`src/rtl/fc_engine.sv`:
```
// Fully-connected output layer: one time-shared multiplier/accumulator walks all
// classes over the captured pooled map, saturates each score and tracks the argmax.
//
// state | meaning
// IDLE  | waiting for en; outputs hold their last values
// INIT  | load accumulator with bias of class c, clear pixel counter
// MAC   | one multiply-accumulate per cycle over P pixels
// STORE | saturate score into fc_out[c], update argmax, next class or finish
// DONE  | results valid, done held until en falls
module fc_engine #(
  parameter int DATA_WIDTH       = 8,
  parameter int POOL_PIXEL_COUNT = 16,
  parameter int NUM_CLASSES      = 4,
  parameter int FC_BIAS_WIDTH    = 16,
  parameter int FC_MAC_WIDTH     = 24
) (
  input  logic                            clk,
  input  logic                            reset,
  input  logic                            en,
  input  logic        [DATA_WIDTH-1:0]    fc_in      [POOL_PIXEL_COUNT],
  input  logic signed [DATA_WIDTH-1:0]    fc_weights [NUM_CLASSES][POOL_PIXEL_COUNT],
  input  logic signed [FC_BIAS_WIDTH-1:0] fc_bias    [NUM_CLASSES],
  output logic signed [FC_MAC_WIDTH-1:0]  fc_out     [NUM_CLASSES],
  output logic [$clog2(NUM_CLASSES)-1:0]  class_idx,
  output logic                            busy,
  output logic                            done
);

  localparam logic [2:0] IDLE  = 3'd0;
  localparam logic [2:0] INIT  = 3'd1;
  localparam logic [2:0] MAC   = 3'd2;
  localparam logic [2:0] STORE = 3'd3;
  localparam logic [2:0] DONE  = 3'd4;

  localparam int PW  = (POOL_PIXEL_COUNT > 1) ? $clog2(POOL_PIXEL_COUNT) : 1;
  localparam int CW  = (NUM_CLASSES > 1) ? $clog2(NUM_CLASSES) : 1;
  localparam int PRW = 2*DATA_WIDTH + 1;
  // Accumulator is at least MAC+4 bits, widened when a narrow output width
  // would otherwise let bias plus P full-scale products wrap before saturation.
  localparam int NEED = ((FC_BIAS_WIDTH > PRW) ? FC_BIAS_WIDTH : PRW) + PW + 1;
  localparam int AW   = (FC_MAC_WIDTH + 4 > NEED) ? FC_MAC_WIDTH + 4 : NEED;

  localparam logic signed [AW-1:0] SAT_MAX =
    {{(AW-FC_MAC_WIDTH+1){1'b0}}, {(FC_MAC_WIDTH-1){1'b1}}};
  localparam logic signed [AW-1:0] SAT_MIN =
    {{(AW-FC_MAC_WIDTH+1){1'b1}}, {(FC_MAC_WIDTH-1){1'b0}}};

  logic [2:0]                      state;
  logic [PW-1:0]                   p_cnt;
  logic [CW-1:0]                   c_cnt;
  logic signed [AW-1:0]            acc;
  logic signed [FC_MAC_WIDTH-1:0]  run_max;
  logic        [DATA_WIDTH-1:0]    in_r [POOL_PIXEL_COUNT];
  logic signed [DATA_WIDTH-1:0]    w_r  [NUM_CLASSES][POOL_PIXEL_COUNT];
  logic signed [FC_BIAS_WIDTH-1:0] b_r  [NUM_CLASSES];
  logic signed [PRW-1:0]           prod;
  logic signed [FC_MAC_WIDTH-1:0]  acc_sat;

  always_comb begin
    prod = PRW'($signed({1'b0, in_r[p_cnt]})) * PRW'(w_r[c_cnt][p_cnt]);
  end

  always_comb begin
    acc_sat = acc[FC_MAC_WIDTH-1:0];
    if (acc > SAT_MAX)
      acc_sat = SAT_MAX[FC_MAC_WIDTH-1:0];
    else if (acc < SAT_MIN)
      acc_sat = SAT_MIN[FC_MAC_WIDTH-1:0];
  end

  always_ff @(posedge clk) begin
    if (reset) begin
      state     <= IDLE;
      p_cnt     <= '0;
      c_cnt     <= '0;
      acc       <= '0;
      run_max   <= '0;
      class_idx <= '0;
      busy      <= 1'b0;
      done      <= 1'b0;
      for (int c = 0; c < NUM_CLASSES; c++) begin
        fc_out[c] <= '0;
        b_r[c]    <= '0;
        for (int p = 0; p < POOL_PIXEL_COUNT; p++) w_r[c][p] <= '0;
      end
      for (int p = 0; p < POOL_PIXEL_COUNT; p++) in_r[p] <= '0;
    end else begin
      case (state)
        IDLE: begin
          if (en) begin
            in_r      <= fc_in;
            w_r       <= fc_weights;
            b_r       <= fc_bias;
            for (int c = 0; c < NUM_CLASSES; c++) fc_out[c] <= '0;
            class_idx <= '0;
            c_cnt     <= '0;
            busy      <= 1'b1;
            state     <= INIT;
          end
        end
        INIT, MAC, STORE: begin
          if (!en) begin
            // Abort keeps whatever was already stored, including class_idx.
            busy  <= 1'b0;
            state <= IDLE;
          end else if (state == INIT) begin
            acc   <= AW'(b_r[c_cnt]);
            p_cnt <= '0;
            state <= MAC;
          end else if (state == MAC) begin
            acc   <= acc + AW'(prod);
            p_cnt <= p_cnt + 1'b1;
            if (p_cnt == PW'(POOL_PIXEL_COUNT-1)) state <= STORE;
          end else begin
            fc_out[c_cnt] <= acc_sat;
            if (c_cnt == '0 || acc_sat > run_max) begin
              run_max   <= acc_sat;
              class_idx <= c_cnt;
            end
            if (c_cnt == CW'(NUM_CLASSES-1)) begin
              done  <= 1'b1;
              busy  <= 1'b0;
              state <= DONE;
            end else begin
              c_cnt <= c_cnt + 1'b1;
              state <= INIT;
            end
          end
        end
        DONE: begin
          if (!en) begin
            done  <= 1'b0;
            state <= IDLE;
          end
        end
        default: state <= IDLE;
      endcase
    end
  end

endmodule
```
`config.mk`:
```
export PLATFORM = sky130hd
export DESIGN_NAME = fc_engine
export DESIGN_NICKNAME = d
export VERILOG_FILES = /design/src/rtl/fc_engine.sv
export SDC_FILE = /design/constraint.sdc
export NUM_CORES = 2
export LEC_CHECK = 0
export ABC_AREA = 0
export BUFFER_PORTS_ARGS = -buffer_cell sky130_fd_sc_hd__buf_2
export CAP_MARGIN = 0
export CORE_AREA = 2 2 317 319
export CTS_BUF_LIST = sky130_fd_sc_hd__clkbuf_16
export DETAILED_ROUTE_END_ITERATION = 7
export DIE_AREA = 0 0 319 321
export PLACE_DENSITY_LB_ADDON = 0.3
export SKIP_LAST_GASP = 1
export SLEW_MARGIN = 10
export SYNTH_ARGS = -nofsm -noshare
export SYNTH_HDL_FRONTEND = slang
export SYNTH_SLANG_ARGS = --single-unit
```
`constraint.sdc`:
```
create_clock -name clk -period 6.46 [get_ports clk]
set_input_delay 0.646 -clock clk [delete_from_list [all_inputs] [get_ports clk]]
set_output_delay 0.646 -clock clk [all_outputs]
set_load 0.1 [all_outputs]
```
==> impl_metrics.yaml <==
outcome:
  outcome: "complete, but fails checks"
  violations: "negative setup slack"
route:
  drc_errors: 0
  vias_per_cell: 5.39
  wire_per_inst_um: 22.4
  drt-total-wl_um: 148000
  first_pass_iters: 6
  route.top_layer_used: "met5"
  vias: 35500
  met3_length_um: 8990
  drtIter0Drc: 3465
  drt-met1-wl_um: 60000
  postRouteAntennaNets: 0
  route.met2.wl_um: 71600
setup_path:
  worstRegToRegCells: 22
  arrival_ps: 7470
  crit_path_end_kind: "register"
  rr_endpoint: "acc[24]"
  worstPathRequired_ps: 7000
  reg2reg_from: "c_cnt[0]"
  critPathLaunchType: "register"
  rrSetupSlack_ps: -470
  crit_type: "register to register"
  crit_path_max_fanout: 11
timing:
  period_share_pct: 107
  max_slew_margin_pct: 20.9
  tightest_slew_ps: 1190
  setup_viol_count_final: 19
  rsz0062_at_grt: "true"
  final.setup.worst_slack_ps: -472
  period_needed_ps: 6930
  max_freq_ghz: 0.144
  finalClockSkew_ps: 45.9
  finalHoldViolCount: 0
  drv_slew: 0
clock_network:
  cts_buffers: 95
  clk_pin_slew_ps: 60
  root_buffer: "clkbuf_16"
  clock_latency_ps: 700
  htreeDepth: 3
  clock_sinks: 865
  cts_tree: "built"
  cts_buffer_depth: 3
final_layout:
  drive_above_1_share_pct: 25.7
  finalNetCount: 6090
  fillers: 9739
  syn_to_final_growth_pct: 23.3
yosys:
  yosys_warnings: 0
  synthCells: 4504
  syn_avg_cell_area_um2: 8.73
  synth_edf_count: 0
  syn_nets: 5384
  yosys-top-cells-area: "dfxtp_1, nand2_1, mux4_2"
  ys.flop_type: "dfxtp_1"
  ys_seq_elements: 865
  synthesis.area_um2: 39300
  synth_top_area_share_pct: 44.0
  yosysUniqueCellTypes: 57
  yosysSeqAreaShare_pct: 44.0
  async_flop_share_pct: 0
  yosys.area.top_type: "dfxtp_1"
die:
  dieArea_um2: 102000
  num_io_pins: 807
  core_area_um2: 99300
  die_h_um: 321
  core.rowCount: 116
  initial_core_util_pct: 39.6
  fp.dieW_um: 319
grt:
  antenna_found_initial: 14
  grt_max_degree: 226
  grt_pass1_vias: 34200
  grt_usage_pct: 28.0
  globalRoute.totalOverflow: 0
  grt_pass1_wl_um: 215000
pwr:
  switchingPower_mw: 3.59
  irDropWorstVdd_v: 0.000192
  powerDensity_nw_per_um2: 266
  combinationalPowerShare_pct: 13.6
  power_frac_seq_pct: 45.3
  p_sw_share_pct: 27.9
  internal_power_mw: 9.30
  clkPwrFrac_pct: 41.1
  p_leak_nw: 20.1
  power.total_mw: 12.9
hold_path:
  hp-start: "fc_weights[341]"
  whs_path_depth: 3
  hold_end: "w_r[341]"
  hold_path.class: "primary input to register"
place:
  dp_slack_ps: -484
  gp_congestion: 0.952
  dp_hpwl_um: 112000
  port_buffers: 806
run:
  cap_viol_max_count: 0
==> sequential cells by signal, summed over array words and instances (netlist names) <==
signal,cells
fc_out,96
run_max,24
acc,28
done,1
state,3
class_idx,2
in_r,128
p_cnt,4
c_cnt,2
busy,1
w_r,512
b_r,64
==> critical path, stage by stage (launching register included) <==
cell and delay, ps:
dfxtp_4 390, buf_12 170, buf_4 190, mux4_2 510, mux4_2 520, mux4_2 520, and2_1 180, fa_1 510
inv_1 50, fa_1 470, inv_1 50, fa_1 480, fa_1 510, fa_1 560, ha_4 210, o21a_1 200
o31a_1 180, nor4b_4 370, o2111ai_2 200, nand3_2 130, a31oi_1 110, nor3b_2 190, nor3_1 60
==> cells in the mapped netlist (7+ instances only) <==
| master | number |
|---|---|
| nand3_1 | 13 |
| nor2_1 | 177 |
| a211oi_1 | 14 |
| clkbuf_1 | 291 |
| and2_1 | 38 |
| a311oi_1 | 7 |
| a21oi_1 | 748 |
| o21ai_0 | 34 |
| xnor2_1 | 15 |
| nand4_1 | 11 |
| mux4_2 | 215 |
| a21o_1 | 10 |
| mux2i_1 | 25 |
| fa_1 | 52 |
| mux2_2 | 8 |
| buf_1 | 24 |
| buf_2 | 20 |
| dfxtp_1 | 865 |
| nand2_1 | 1479 |
| nor2b_1 | 8 |
| o21a_1 | 32 |
| a31oi_1 | 9 |
| inv_1 | 105 |
| ha_1 | 121 |
| nor3_1 | 13 |
| a22oi_1 | 103 |
==> final cells by class <==
type / count / area [µm²] / area share [%]
flip-flops and latches: 865 / 17300 / 35.7
diodes: 6 / 15.0 / 0.0310
repair buffers: 952 / 5620 / 11.6
clock inverters: 74 / 551 / 1.13
multi-input cells: 3191 / 20500 / 42.3
well taps: 1298 / 1620 / 3.35
inverters: 105 / 394 / 0.813
clock buffers: 98 / 2450 / 5.06
==> power groups by stage <==
stage	Sequential (mW)	Clock (mW)	Combinational, mW
after floorplan	5.84	0	1.03
after global placement	5.95	0	1.71
after detailed placement	5.95	0	1.73
after CTS	5.83	5.38	1.74
after global routing	5.86	5.59	1.93
final	5.84	5.29	1.75
==> layer usage <==
metal | vias to the layer above | GRT usage, %
met5 | - | 0
met4 | 6 | 12.8
met3 | 280 | 4.32
met2 | 1327 | 47.3
met1 | 17200 | 35.2
li1 | 16700 | -
==> through the flow <==
| stage | util [%] | area, µm² | cells | setup TNS (ps) | hold slack [ps] |
|---|---|---|---|---|---|
| floorplan | - | 39400 | 4504 | -271 | 433 |
| global placement | 45.5 | 45100 | 6405 | -4860 | 440 |
| detailed placement | 45.5 | 45100 | 6405 | -6290 | 444 |
| CTS | 48.7 | 48300 | 6582 | -5760 | 146 |
| global route | 48.9 | 48500 | 6587 | -10330 | 167 |
| finish | 48.9 | 48500 | 6589 | -5920 | 186 |
==> how the worst max path moves through the flow <==
stage	startpoint	to	slack (ps)	depth (start not counted)
finish	c_cnt[0]	acc[24]	-470	22
global route	c_cnt[0]	acc[24]	-710	22
CTS	c_cnt[0]	acc[12]	-430	22
detailed placement	c_cnt[0]	acc[25]	-480	22
global placement	c_cnt[0]	acc[20]	-410	22
floorplan	c_cnt[0]	acc[26]	-70	23
==> kinds of logic (layout without fill, tap and decap cells) <==
kind of cell / Yosys count / after routing / share of synthesized area, %
AO/OA/AOI/OAI: 987 / 987 / 13.9
XOR/XNOR: 21 / 21 / 0.468
adder cells (fa/ha/maj): 173 / 173 / 6.50
buffers and inverters: 448 / 1229 / 4.47
flip-flops: 865 / 865 / 44.0
multiplexers: 248 / 248 / 13.2
other: 0 / 6 / 0
AND/OR/NAND/NOR: 1762 / 1762 / 17.4
==> cell usage in the layout (no fill, tap or decap), drive strengths merged, types with 15 or more instances in the layout <==
cell and count:
mux4 215, ha 121, clkinv 42, o21a 32, mux2i 25, xnor2 15
a21oi 748, clkbuf 98, inv 127, o21ai 35, nand2 1479, fa 52
and2 39, buf 952, nor2 177, a22oi 103, dfxtp 865
==> what timing repair did <==
action,4_1_cts,5_1_grt
setup buffers,3,1
hold buffers,0,0
gates cloned,2,0
endpoints found under the setup margin,19,21
endpoints found under the hold margin,0,0
gates resized for setup,28,19
pin swaps,13,12
Note: power is estimated with default switching activity, not from simulation.
